--- src/rtl/capi_pargen_pipe.sv ---
// Transmit-side odd-parity generator for CAPI links: two-entry skid pipeline,
// one-shot parity error injection on p[0] and a saturating transfer counter.
module capi_pargen_pipe #(
  parameter int width  = 64,
  parameter int pwidth = 8
) (
  input  logic              clk,
  input  logic              reset,
  input  logic              i_v,
  output logic              i_r,
  input  logic [0:width-1]  i_d,
  output logic              o_v,
  input  logic              o_r,
  output logic [0:width-1]  o_d,
  output logic [0:pwidth-1] o_p,
  input  logic              i_inj,
  output logic              o_inj_done,
  output logic [15:0]       o_cnt
);

  // width must be a multiple of pwidth; each parity bit covers seg contiguous bits
  localparam int seg = width / pwidth;

  function automatic logic [0:pwidth-1] odd_parity(input logic [0:width-1] d);
    logic [0:pwidth-1] p;
    p = {pwidth{1'b0}};
    for (int k = 0; k < pwidth; k++) begin
      p[k] = ~^d[k*seg +: seg];
    end
    return p;
  endfunction

  logic [1:0]        rst_sync_r;
  logic              rst_n_s;

  logic              main_v_r;
  logic [0:width-1]  main_d_r;
  logic [0:pwidth-1] main_p_r;
  logic              skid_v_r;
  logic [0:width-1]  skid_d_r;
  logic [0:pwidth-1] skid_p_r;
  logic              i_r_r;
  logic              armed_r;
  logic              inj_done_r;
  logic [15:0]       cnt_r;

  logic              accept_s;
  logic              xfer_s;
  logic [0:pwidth-1] in_p_s;
  logic              main_v_s;
  logic              skid_v_s;
  logic              main_ld_in_s;
  logic              main_ld_skid_s;
  logic              skid_ld_s;
  logic              armed_s;
  logic [15:0]       cnt_s;

  // Reset synchronizer: assertion passes straight through, release waits two edges
  always_ff @(posedge clk or negedge reset) begin
    if (!reset) begin
      rst_sync_r <= 2'b00;
    end else begin
      rst_sync_r <= {rst_sync_r[0], 1'b1};
    end
  end

  assign rst_n_s = rst_sync_r[1];

  // Handshake decode, parity generation and next-state for entries, flag and counter
  always_comb begin
    accept_s       = i_v & i_r_r;
    xfer_s         = main_v_r & o_r;
    in_p_s         = odd_parity(i_d);
    in_p_s[0]      = in_p_s[0] ^ armed_r;
    main_v_s       = main_v_r;
    skid_v_s       = skid_v_r;
    main_ld_in_s   = 1'b0;
    main_ld_skid_s = 1'b0;
    skid_ld_s      = 1'b0;

    // accept cannot coincide with skid valid because i_r is low then
    if (xfer_s && skid_v_r) begin
      main_ld_skid_s = 1'b1;
      skid_v_s       = 1'b0;
    end else if (accept_s && (!main_v_r || xfer_s)) begin
      main_ld_in_s = 1'b1;
      main_v_s     = 1'b1;
    end else if (accept_s) begin
      skid_ld_s = 1'b1;
      skid_v_s  = 1'b1;
    end else if (xfer_s) begin
      main_v_s = 1'b0;
    end else begin
      main_v_s = main_v_r;
    end

    // a new request wins over consumption so it re-arms for a later beat
    if (i_inj) begin
      armed_s = 1'b1;
    end else if (accept_s) begin
      armed_s = 1'b0;
    end else begin
      armed_s = armed_r;
    end

    if (xfer_s && (cnt_r != 16'hFFFF)) begin
      cnt_s = cnt_r + 16'd1;
    end else begin
      cnt_s = cnt_r;
    end
  end

  // Control state: entry valids, ready flag, injection flag, done pulse, counter
  always_ff @(posedge clk or negedge rst_n_s) begin
    if (!rst_n_s) begin
      main_v_r   <= 1'b0;
      skid_v_r   <= 1'b0;
      i_r_r      <= 1'b1;
      armed_r    <= 1'b0;
      inj_done_r <= 1'b0;
      cnt_r      <= 16'd0;
    end else begin
      main_v_r   <= main_v_s;
      skid_v_r   <= skid_v_s;
      i_r_r      <= ~skid_v_s;
      armed_r    <= armed_s;
      inj_done_r <= accept_s & armed_r;
      cnt_r      <= cnt_s;
    end
  end

  // Data/parity storage; main holds its contents while stalled or empty
  always_ff @(posedge clk or negedge rst_n_s) begin
    if (!rst_n_s) begin
      main_d_r <= {width{1'b0}};
      main_p_r <= {pwidth{1'b0}};
      skid_d_r <= {width{1'b0}};
      skid_p_r <= {pwidth{1'b0}};
    end else begin
      if (main_ld_in_s) begin
        main_d_r <= i_d;
        main_p_r <= in_p_s;
      end else if (main_ld_skid_s) begin
        main_d_r <= skid_d_r;
        main_p_r <= skid_p_r;
      end else begin
        main_d_r <= main_d_r;
        main_p_r <= main_p_r;
      end
      if (skid_ld_s) begin
        skid_d_r <= i_d;
        skid_p_r <= in_p_s;
      end else begin
        skid_d_r <= skid_d_r;
        skid_p_r <= skid_p_r;
      end
    end
  end

  assign i_r        = i_r_r;
  assign o_v        = main_v_r;
  assign o_d        = main_d_r;
  assign o_p        = main_p_r;
  assign o_inj_done = inj_done_r;
  assign o_cnt      = cnt_r;

endmodule

--- config.mk ---
export PLATFORM = sky130hd
export DESIGN_NAME = capi_pargen_pipe
export DESIGN_NICKNAME = d
export VERILOG_FILES = /design/src/rtl/capi_pargen_pipe.sv
export SDC_FILE = /design/constraint.sdc
export NUM_CORES = 1
export LEC_CHECK = 0
export ABC_CLOCK_PERIOD_IN_PS = 12600
export BUFFER_PORTS_ARGS = -buffer_cell sky130_fd_sc_hd__buf_4
export CORE_UTILIZATION = 58
export CTS_CLUSTER_DIAMETER = 80
export DETAILED_ROUTE_END_ITERATION = 12
export GPL_ROUTABILITY_DRIVEN = 0
export GPL_TIMING_DRIVEN = 0
export PLACE_DENSITY = 0.85
export REMOVE_ABC_BUFFERS = 1
export SYNTH_ARGS = -nofsm -noshare
export SYNTH_HDL_FRONTEND = slang
export SYNTH_SLANG_ARGS = --single-unit
--- constraint.sdc ---
create_clock -name clk -period 12.6 [get_ports clk]
set_input_delay 0.63 -clock clk [delete_from_list [all_inputs] [get_ports clk]]
set_output_delay 0.63 -clock clk [all_outputs]
set_load 0.01 [all_outputs]
* Word-level counts from Yosys, hierarchy flattened
Index checks and enable logic that the tools add are counted. Widths: inputs -> output; s select.
Operators by class: reductions and logical operators 17, bitwise logic cells 6, mux-type cells 18, $add $sub $neg 1, equal/unequal tests 2
Operators with widths (count):
- $mux 64 | 2
- $reduce_xnor 8->1 | 8
- $add 16x1->16 const B | 1
- $mux 8 | 2
- $ne 16x16->1 const B | 1
- $mux 1 | 14
- $reduce_bool 2->1 | 3
- $and 1x1->1 | 3
- $logic_and 1x1->1 | 3
- $reduce_and 3->1 | 1
- $ne 2x1->1 const B | 1
- $not 1->1 | 2
- $logic_not 1->1 | 1
- $logic_or 1x1->1 | 1
- $xor 1x1->1 | 1
Word-level totals: input port bits 69, word-level logic and storage cells 55, register bits after elaboration 167, output and inout bits 91

* Longest topological paths before layout
Gate-level depths: netlist (run 1).
word-level depth 6, gate-level depth with buffers 7, depth with buffers taken out 6

* Least setup slack after synthesis (run 1)
No wires, ideal clock.
kind input to register, from in o_r, to reg main_p_r (netlist bit o_p[4]), required time 12.468 ns, data arrival time 1.583 ns, path buffers 2, slack 10.885 ns, stages on the path 7, library setup time 0.132 ns, path through inv_1 > o21ai_1 > nor2b_1 > buf_2 > buf_2 > mux2i_1 > o21ai_1
On the way: word-level cells in the longest chain between the ends 6, elaborated cells on any way between the ends 9, those cells by class mux: 4; bitwise: 1; reduce/logical: 4
Ends and longest elaborated chain:
- start: declaration | RTL line 13 | input logic o_r,
- $and 1x1->1 * | RTL line 72 | xfer_s = main_v_r & o_r;
- $logic_or 1x1->1 | RTL line 85 | end else if (accept_s && (!main_v_r || xfer_s)) begin
- $logic_and 1x1->1 | RTL line 85
- $mux 1 | RTL line 85
- $mux 1 | RTL line 82 | if (xfer_s && skid_v_r) begin
- $mux 8 or $reduce_bool 2->1 (tied branches)
- end signal: assignment | RTL line 142 | main_p_r <= in_p_s;
- end signal: assignment | RTL line 145 | main_p_r <= skid_p_r;
- end signal: assignment | RTL line 148 | main_p_r <= main_p_r;
- end: declaration | RTL line 38 | logic [0:pwidth-1] main_p_r;
Every way passes the cells marked *; elsewhere a longest branch is shown, timed or not. A chain may end at the register's enable or synchronous reset.

* Worst setup path after layout (run 1)
from reg i_r_r, in the netlist i_r, to reg main_d_r (netlist bit o_d[47])
On the way: word-level cells in the longest chain between the ends 5, elaborated cells on any way between the ends 6, those cells by class mux: 3; bitwise: 1; reduce/logical: 2
Ends and longest elaborated chain:
- start: declaration | RTL line 42 | logic i_r_r;
- start signal: assignment | RTL line 125 | i_r_r <= ~skid_v_s;
- $and 1x1->1 * | RTL line 71 | accept_s = i_v & i_r_r;
- $logic_and 1x1->1 * | RTL line 85
- $mux 1 * | RTL line 85
- $mux 1 * | RTL line 82
- $mux 64 or $reduce_bool 2->1 (tied branches)
- end signal: assignment | RTL line 141 | main_d_r <= i_d;
- end signal: assignment | RTL line 144 | main_d_r <= skid_d_r;
- end signal: assignment | RTL line 147 | main_d_r <= main_d_r;
- end: declaration | RTL line 37 | logic [0:width-1] main_d_r;
Marked as above.

==> results of run 1 <==
[layer usage]
metal / GRT usage / share of wire / vias to the layer above
met5: 0 / 0 / -
met4: 0.119 / 0.024 / 0
met3: 0.0680 / 0.079 / 37
met2: 0.470 / 0.50 / 294
met1: 0.376 / 0.40 / 2907
li1: - / - / 2642
[flip-flops by register name, summed over array words and instances (netlist names)]
register and count:
o_d 64, skid_d_r 64, o_cnt 16, o_p 8, skid_p_r 8, rst_sync_r 2
armed_r 1, i_r 1, o_inj_done 1, o_v 1, skid_v_r 1
[final cells by class]
cell class / count / area, um^2
tap: 147 / 184
fill: 787 / 2730
multi-input combinational: 424 / 2580
clock buffer: 24 / 492
clock inverter: 8 / 143
timing repair buffer: 169 / 1430
inverter: 71 / 267
sequential: 167 / 4180
[cell usage after synthesis, types with 2 or more instances]
cell	count
nand2_1	233
dfrtp_1	166
inv_1	70
xnor2_1	65
a222oi_1	64
clkbuf_1	26
buf_1	8
o21ai_1	8
mux2i_1	7
xor2_1	7
nand3_1	6
nor2_1	6
nand4_1	5
buf_2	4
and3_1	3
a21o_1	2
nor2b_1	2
nor3_1	2
[power by group through the flow]
stage                     Combinational (W)  Clock (W)  Sequential, W
after floorplan                   0.0000324          0       0.000554
after global placement            0.0000592          0       0.000556
after detailed placement          0.0000722          0       0.000548
after CTS                         0.0000736   0.000563       0.000539
after global routing              0.0000796   0.000583       0.000539
final                             0.0000731   0.000554       0.000539
[worst register-to-register path, delay by kind of cell, from the launching register on]
| family | cells | cell delay, ps |
|---|---|---|
| AND/OR/NAND/NOR | 3 | 880 |
| AO/OA/AOI/OAI | 1 | 600 |
| flip-flops | 1 | 570 |
| buffers and inverters | 1 | 90 |
[per-stage QoR]
stage          instance area, um^2  instances  hold slack (ps)   util  worst slack [ps]
2_1_floorplan                 6990        662              331      -              7600
3_3_place_gp                  8370        968              339  0.697              6170
3_5_place_dp                  8640        977              253  0.719             10260
4_1_cts                       9280       1010              261  0.773             10370
5_1_grt                       9280       1010              274  0.773             10220
6_report                      9280       1010              245  0.773             10330
[worst max-delay path by stage]
stage	start	end	slack [ps]	depth (start not counted)
after CTS	i_r$_DFF_PN1_	o_d[47]$_DFFE_PN0P_	10370	5
after floorplan	rst_sync_r[1]$_DFF_PN0_	armed_r$_DFFE_PN0P_	7600	0
final	i_r$_DFF_PN1_	o_d[47]$_DFFE_PN0P_	10330	5
after global routing	i_r$_DFF_PN1_	o_d[37]$_DFFE_PN0P_	10220	5
after global placement	rst_sync_r[1]$_DFF_PN0_	o_d[51]$_DFFE_PN0P_	6170	0
after detailed placement	i_v	o_d[37]$_DFFE_PN0P_	10260	6
[what timing repair did]
item                                   CTS  global route
setup buffers                            0             0
hold buffers                             1             0
endpoints found under the hold margin    2             0
resized for setup                        0             0
[kinds of logic after synthesis]
kind of cell    share of synthesized area
flops                               0.586
simple gates                        0.153
buf+inv                            0.0580
fa+ha+maj                         0.00175
other cells                      0.000525
mux                                0.0114
compound gates                      0.101
xor+xnor                           0.0884
==> metrics.csv, run 1 <==
metric,value,unit
period_share,0.180,
pwr-share-seq,0.462,
grt_usage,0.289,
fin_tns_setup,0,ps
path_clk_slew,60,ps
start_util,0.594,
ir_drop,0.0000920,V
crit_path_end_kind,register,
reg2reg_from,i_r$_DFF_PN1_,
fmax,441,MHz
cts_tree,built,
switching_share,0.207,
synth_top_area_frac,0.582,
grt_max_degree,80,
port_buffers,159,
grt_pass1_wl,28500,um
async_flop_share,1.00,
synth_flop_cell,dfrtp_1,
grt_setup_unrepaired,no,
cp_slowest_stage_delay,570,ps
row_count,40,
min_period,2270,ps
routed_wl,17700,um
drive_above_1_share,0.244,
finalHoldViolations,0,
worstMarginPinSlew,948,ps
cp-start-kind,register,
coreArea,12000,um^2
layout.nets,920,
p_comb_frac,0.063,
clkPwrFrac,0.475,
syn_area,7140,um^2
avgSynthCellArea,10.2,um^2
ys.warnings.count,0,
dp_hpwl,11200,um
htree_levels,4,
p_int,0.000925,W
antenna_found_initial,0,
r2r_setup_slack,10330,ps
vias,5880,
insertion_delay,430,ps
synth_area_leader_cell,dfrtp_1,
crit_slowest_cell,dfstp_2,
root_buffer,clkbuf_16,
setup_violations,0,
io_pins,160,
reg2reg_to,o_d[47]$_DFFE_PN0P_,
arrival,2570,ps
final_common_cell,nand2_1,
hp-class,reg2async,
antenna_left,0,
area_growth,30.1,%
ys_ff_latch,167,
drv_slew,0,
reg2reg_depth,5,
fp.dieH,113,um
clk_path_buf_depth,2,
maxSlewHeadroom,0.368,
wl_per_cell,17.5,um
cts_sinks,167,
cts-buffers-inserted,17,
maxCapViolations,0,
first_global_vias,5703,
drc_errors,0,
die_w,113,um
cp_max_fo,79,
n_antenna_cell,0,
worstPathRequired,12900,ps
outcome,completed,
viasPerCell,5.82,
drtIter0Drc,794,
power.density,126,nW/um^2
critical-path-top-delay-family,simple AND/OR/NAND/NOR gates,
grt_remaining_overflow,0,
path_class,reg2reg,
power,0.00117,W
crit_path_frequent_cell,nand2_1,
yosysSeqAreaShare,0.586,
switchingPower,0.000241,W
clock-skew-final,6.13,ps
synth_edf_count,0,
p_leak,5.25,nW
crit_chain,"nand2_1, nand2_1, nand2_4, a222oi_1, inv_1",
synth_cells,700,
final_cell_mix,"nand2_1 (232), dfrtp_1 (165), buf_4 (159), inv_1 (70), xnor2_1 (65)",
worst-path-buf-inv,1,
synth_area_leaders,"dfrtp_1 (58%), nand2_1 (12%), a222oi_1 (9.0%), xnor2_1 (8.0%), inv_1 (3.7%)",
die-area,12800,um^2
synth_cell_types,34,
first_pass_iters,8,
Note: power is estimated with default switching activity, not from simulation.
==> inputs of run 2 (changes only) <==
ABC_AREA = 1   (was default)
ABC_CLOCK_PERIOD_IN_PS = 1900   (was 12600)
CORE_UTILIZATION = 50   (was 58)
PLACE_DENSITY = 0.77   (was 0.85)
clock period = 1.9 ns   (was 12.6 ns; I/O delays follow)
==> run 2 against run 1 <==
Worst hold slack got worse by 240 ps. Synthesized cell count rose by 32%. Register-to-register slack worse by 10000 ps. Largest cell class unchanged. Core utilization decreased by 8.1 points. Clock power rose to 6.3 times the previous value. Non-clock buffer count up 63. Total power increased to 13 times the previous value. Largest power group is now registers. Cell count is 35% higher.
==> metrics.csv, run 2 <==
metric,value,unit,change
synth_area_leader_cell,dfrtp_1,,unchanged
drv_slew,0,,unchanged
finalHoldViolations,0,,unchanged
synth_flop_cell,dfrtp_1,,unchanged
viasPerCell,5.00,,was 5.82
syn_area,7820,um^2,was 7140 um^2
cp-start-kind,register,,unchanged
critical-path-top-delay-family,simple AND/OR/NAND/NOR gates,,unchanged
final_core_util,0.692,,was 0.773
cp_max_fo,10,,was 79
ir_drop,0.000910,V,was 0.0000920 V
coreArea,15300,um^2,was 12000 um^2
path_class,reg2reg,,unchanged
hp-class,in2reg,,was reg2async
yosysSeqAreaShare,0.534,,was 0.586
setup_violations,0,,unchanged
n_fill_cell,1195,,was 787
synth_top_area_frac,0.531,,was 0.582
root_buffer,clkbuf_16,,unchanged
die_w,127,um,was 113 um
worst-path-buf-inv,1,,unchanged
arrival,2140,ps,was 2570 ps
clk_path_buf_depth,2,,unchanged
period_share,0.932,,was 0.180
htree_levels,4,,unchanged
row_count,45,,was 40
insertion_delay,420,ps,was 430 ps
layout.nets,1209,,was 920
synth_most_common_cell,nand2_1,,unchanged
grt_pass1_wl,33500,um,was 28500 um
outcome,completed,,unchanged
maxCapViolations,0,,unchanged
pre_cts_ws,-1030,ps,was 10260 ps
io_pins,160,,unchanged
path_clk_slew,70,ps,was 60 ps
synth_cell_types,30,,was 34
synthTopCellsByCount,"nand2_1 (391), dfrtp_1 (166), inv_1 (80)",,"was nand2_1 (233), dfrtp_1 (166), inv_1 (70)"
first_global_vias,6722,,was 5703
routed_wl,20100,um,was 17700 um
crit_path_end_kind,register,,unchanged
power.density,1430,nW/um^2,was 126 nW/um^2
grt_setup_unrepaired,no,,unchanged
cts_sinks,167,,unchanged
p_leak,5.45,nW,was 5.25 nW
async_flop_share,1.00,,unchanged
clock-skew-final,8.44,ps,was 6.13 ps
port_buffers,159,,unchanged
drive_above_1_share,0.197,,was 0.244
dp_hpwl,11600,um,was 11200 um
ys_ff_latch,167,,unchanged
cts-buffers-inserted,17,,unchanged
grt_remaining_overflow,0,,unchanged
antenna_left,0,,unchanged
final_cell_mix,"nand2_1 (389), dfrtp_1 (164), buf_4 (161), inv_1 (80), dlygate4sd3_1 (65)",,"was nand2_1 (232), dfrtp_1 (165), buf_4 (159), inv_1 (70), xnor2_1 (65)"
fmax,565,MHz,was 441 MHz
first_pass_iters,4,,was 8
cp_slowest_stage_delay,540,ps,was 570 ps
fin_tns_setup,0,ps,unchanged
ys.warnings.count,0,,unchanged
cts_tree,built,,unchanged
die-area,16100,um^2,was 12800 um^2
n_antenna_cell,0,,unchanged
drtIter0Drc,454,,was 794
antenna_found_initial,0,,unchanged
synth_cells,922,,was 700
final.setup.worst_slack,129,ps,was 10330 ps
grt_usage,0.265,,was 0.289
crit_path_frequent_cell,nand2_1,,unchanged
final_common_cell,nand2_1,,unchanged
worstPathRequired,2270,ps,was 12900 ps
placed_cells,1259,,was 977
vias,6817,,was 5880
maxSlewHeadroom,0.402,,was 0.368
area_growth,35.0,%,was 30.1%
synth_area_leaders,"dfrtp_1 (53%), nand2_1 (19%), inv_1 (3.8%), xnor2_1 (3.4%), xor2_1 (2.9%)",,"was dfrtp_1 (58%), nand2_1 (12%), a222oi_1 (9.0%), xnor2_1 (8.0%), inv_1 (3.7%)"
crit_chain,"nand2_2, inv_1, nand2_4, nor2_2, o21a_1, nand2_1, nand2_1",,"was nand2_1, nand2_1, nand2_4, a222oi_1, inv_1"
avgSynthCellArea,8.48,um^2,was 10.2 um^2
worstMarginPinSlew,896,ps,was 948 ps
crit_slowest_cell,dfstp_2,,unchanged
instances_no_fill,1363,,was 1010
wl_per_cell,14.7,um,was 17.5 um
min_period,1770,ps,was 2270 ps
grt_max_degree,75,,was 80
fp.dieH,127,um,was 113 um
drc_errors,0,,unchanged
synth_edf_count,0,,unchanged
start_util,0.513,,was 0.594
## run 2: where the power goes
group | total [W] | internal [W] | switching, W
Sequential | 0.00609 | 0.00513 | 0.000967
Combinational | 0.00549 | 0.00243 | 0.00306
Clock | 0.00349 | 0.00206 | 0.00143
Total | 0.0151 | 0.00962 | 0.00546
## run 2: worst paths after layout
path / start / endpoint / slack [ps] / depth (start not counted)
min reg2reg: rst_sync_r[1]$_DFF_PN0_ / o_d[62]$_DFFE_PN0P_ / 320 / 0
max reg2reg: i_r$_DFF_PN1_ / o_p[4]$_DFFE_PN0P_ / 130 / 7
min in group asynchronous: rst_sync_r[1]$_DFF_PN0_ / o_d[62]$_DFFE_PN0P_ / 320 / 0
max: i_r$_DFF_PN1_ / o_p[4]$_DFFE_PN0P_ / 130 / 7
max in group asynchronous: rst_sync_r[1]$_DFF_PN0_ / i_r$_DFF_PN1_ / 810 / 1
min: i_d[38] / skid_d_r[38]$_DFFE_PN0P_ / 8 / 3
## run 2: area by class of cell
| class | instances | area, um^2 | area share |
|---|---|---|---|
| inverter | 85 | 339 | 0.0321 |
| multi-input combinational | 636 | 3180 | 0.301 |
| tap | 211 | 264 | 0.0250 |
| sequential | 167 | 4190 | 0.396 |
| clock buffer | 19 | 433 | 0.0410 |
| clock inverter | 13 | 155 | 0.0147 |
| timing repair buffer | 232 | 2000 | 0.190 |
## run 2: through the flow
stage | area [um^2] | hold slack, ps | power, W
final | 10600 | 8.07 | 0.0151
after CTS | 10500 | 0.563 | 0.0151
after floorplan | 7620 | -201 | 0.00884
after detailed placement | 9210 | -121 | 0.0113
after global routing | 10600 | 37.8 | 0.0161
after global placement | 9070 | -122 | 0.0110
## run 2: layer usage
layer	track usage	wire length [um]	vias to the layer above
li1	-	-	3337
met1	0.347	9050	3232
met2	0.446	9720	222
met3	0.0557	1030	26
met4	0.0770	269	0
met5	0	0	-
## run 2: tightest hold or removal path: stages
cell and delay (ps):
buf_4 130, inv_1 80, o21ai_0 80
## run 2: repair_timing
action / in CTS / in global routing
pin swaps: 4 / 0
setup endpoints to repair: 151 / 54
setup buffers: 3 / 0
cloned: 4 / 0
hold endpoints to repair: 116 / 0
resized for setup: 11 / 6
hold buffers: 65 / 0
## run 2: logic make-up (layout without fill, tap and decap cells)
group,after synthesis,in the layout,share of synthesized area
AND/OR/NAND/NOR,449,453,0.224
flip-flops,167,167,0.534
AO/OA/AOI/OAI,125,125,0.109
buffers and inverters,123,349,0.0670
XOR/XNOR,56,56,0.0627
adder cells (fa/ha/maj),1,1,0.00160
other,1,1,0.000479
==> inputs of run 3 (changes only) <==
HOLD_SLACK_MARGIN = 0.05   (was default)
REMOVE_ABC_BUFFERS = default   (was 1)
==> run 3 against run 2 <==
Wire length rose by 1.7%. Clock skew fell by 3.1 ps. Highest routed layer unchanged. Sequential power barely moved. Critical endpoint is now o_d[50]$_DFFE_PN0P_.
==> metrics.csv, run 3 (synthesis results as in run 2) <==
metric,value,unit,change
min_period,1730,ps,was 1770 ps
drc_errors,0,,unchanged
grt_remaining_overflow,0,,unchanged
grt_max_degree,45,,was 75
wl_per_cell,14.6,um,was 14.7 um
routed_wl,20400,um,was 20100 um
placed_cells,1295,,was 1259
first_pass_iters,5,,was 4
clk_path_buf_depth,2,,unchanged
worstPathRequired,2230,ps,was 2270 ps
ir_drop,0.000918,V,was 0.000910 V
cts_tree,built,,unchanged
final_cell_mix,"nand2_1 (391), dfrtp_1 (165), buf_4 (160), inv_1 (80), dlygate4sd3_1 (69)",,"was nand2_1 (389), dfrtp_1 (164), buf_4 (161), inv_1 (80), dlygate4sd3_1 (65)"
port_buffers,159,,unchanged
r2r_setup_slack,170,ps,was 130 ps
coreArea,15300,um^2,unchanged
power.density,1440,nW/um^2,was 1430 nW/um^2
n_fill_cell,1195,,unchanged
fmax,578,MHz,was 565 MHz
maxCapViolations,0,,unchanged
crit_path_end_kind,register,,unchanged
path_class,reg2reg,,unchanged
crit_chain,"nand2_1, inv_1, nand2_2, nor2_4, inv_2, clkbuf_1, o211ai_1",,"was nand2_2, inv_1, nand2_4, nor2_2, o21a_1, nand2_1, nand2_1"
clock-skew-final,5.37,ps,was 8.44 ps
grt_pass1_wl,33900,um,was 33500 um
path_clk_slew,60,ps,was 70 ps
final_common_cell,nand2_1,,unchanged
worst-path-buf-inv,3,,was 1
placed_area,9350,um^2,was 9210 um^2
grt_usage,0.268,,was 0.265
io_pins,160,,unchanged
insertion_delay,420,ps,about the same
maxSlewHeadroom,0.601,,was 0.402
arrival,2060,ps,was 2140 ps
p_leak,5.57,nW,was 5.45 nW
start_util,0.513,,unchanged
cp_slowest_stage_delay,540,ps,about the same
antenna_left,0,,unchanged
layout.nets,1242,,was 1209
cp-start-kind,register,,unchanged
hp-class,reg2async,,was in2reg
outcome,completed,,unchanged
setup_violations,0,,unchanged
drtIter0Drc,413,,was 454
antenna_found_initial,0,,unchanged
reg2reg_from,i_r$_DFF_PN1_,,unchanged
reg2reg_to,o_d[50]$_DFFE_PN0P_,,was o_p[4]$_DFFE_PN0P_
drive_above_1_share,0.207,,was 0.197
root_buffer,clkbuf_16,,unchanged
dp_hpwl,13700,um,was 11600 um
area_growth,36.8,%,was 35.0%
setup.worst_path.start,i_r$_DFF_PN1_,,unchanged
syn_nets,992,,
n_antenna_cell,0,,unchanged
viasPerCell,4.95,,was 5.00
cts-buffers-inserted,17,,unchanged
htree_levels,4,,unchanged
first_global_vias,6946,,was 6722
cp_max_fo,10,,unchanged
multiInputGateArea,3120,um^2,was 3180 um^2
die_w,127,um,unchanged
critical-path-top-delay-family,flip-flops,,was simple AND/OR/NAND/NOR gates
crit_end,o_d[50]$_DFFE_PN0P_,,was o_p[4]$_DFFE_PN0P_
die-area,16100,um^2,unchanged
row_count,45,,unchanged
regArea,4180,um^2,was 4190 um^2
grt_setup_unrepaired,no,,unchanged
fin_tns_setup,0,ps,unchanged
reg2reg_depth,7,,unchanged
instances_no_fill,1396,,was 1363
crit_slowest_cell,dfstp_2,,unchanged
worstMarginPinSlew,599,ps,was 896 ps
drv_slew,0,,unchanged
period_share,0.910,,was 0.932
vias,6908,,was 6817
cts_setup_buffers,0,,was 3
cts_sinks,167,,unchanged
fp.dieH,127,um,unchanged
final_area,10700,um^2,was 10600 um^2
path_depth,7,,unchanged
finalHoldViolations,0,,unchanged
[run 3: cell count changes in the layout (fill, tap and decap cells not counted), sizes merged]
cell,change
clkinvlp,-2
clkbuf,+10
bufinv,+2
inv,-1
buf,+24
dlygate4sd3,+4
nor2,-4
[run 3: what timing repair did]
item,in CTS,in global routing
endpoints found under the setup margin,0,1
hold buffers,69,0
resized for setup,0,2
endpoints found under the hold margin,132,0
[run 3: how the worst min path moves through the flow]
stage | from | slack, ps | cells after the start | end
after global routing | rst_sync_r[0]$_DFF_PN0_ | 380 | 0 | rst_sync_r[1]$_DFF_PN0_
after floorplan | reset | -200 | 0 | rst_sync_r[0]$_DFF_PN0_
final | rst_sync_r[1]$_DFF_PN0_ | 340 | 0 | o_d[28]$_DFFE_PN0P_
after detailed placement | reset | -120 | 1 | rst_sync_r[0]$_DFF_PN0_
after global placement | reset | -120 | 1 | rst_sync_r[0]$_DFF_PN0_
after CTS | rst_sync_r[0]$_DFF_PN0_ | 360 | 0 | rst_sync_r[1]$_DFF_PN0_
[run 3: metrics by stage]
stage / setup WS, ps / power [W] / util / hold slack, ps
2_1_floorplan: 171 / 0.00904 / - / -201
3_3_place_gp: -462 / 0.0113 / 0.608 / -122
3_5_place_dp: 151 / 0.0115 / 0.613 / -122
4_1_cts: 136 / 0.0155 / 0.701 / 356
5_1_grt: 8.28 / 0.0164 / 0.701 / 378
6_report: 171 / 0.0154 / 0.701 / 340
[run 3: layout make-up]
cell class              instances  area share
flip-flops and latches        167       0.391
multi-input cells             632       0.291
repair buffers                231       0.182
clock buffers                  20      0.0427
inverters                      85      0.0298
well taps                     211      0.0247
plain buffers                  38      0.0193
clock inverters                12      0.0186
[run 3: where the power goes]
group / switching [W] / total, W / leakage (nW) / internal (W)
sequential: 0.000948 / 0.00607 / 2.09 / 0.00512
clock: 0.00142 / 0.00383 / 0.320 / 0.00240
combinational: 0.00303 / 0.00550 / 3.16 / 0.00248
[run 3: per-layer routing]
| metal | vias to the layer above | track usage | wire length (um) |
|---|---|---|---|
| li1 | 3399 | - | - |
| met3 | 42 | 0.0452 | 959 |
| met5 | - | 0 | 0 |
| met2 | 196 | 0.451 | 9910 |
| met1 | 3271 | 0.346 | 8970 |
| met4 | 0 | 0.111 | 581 |
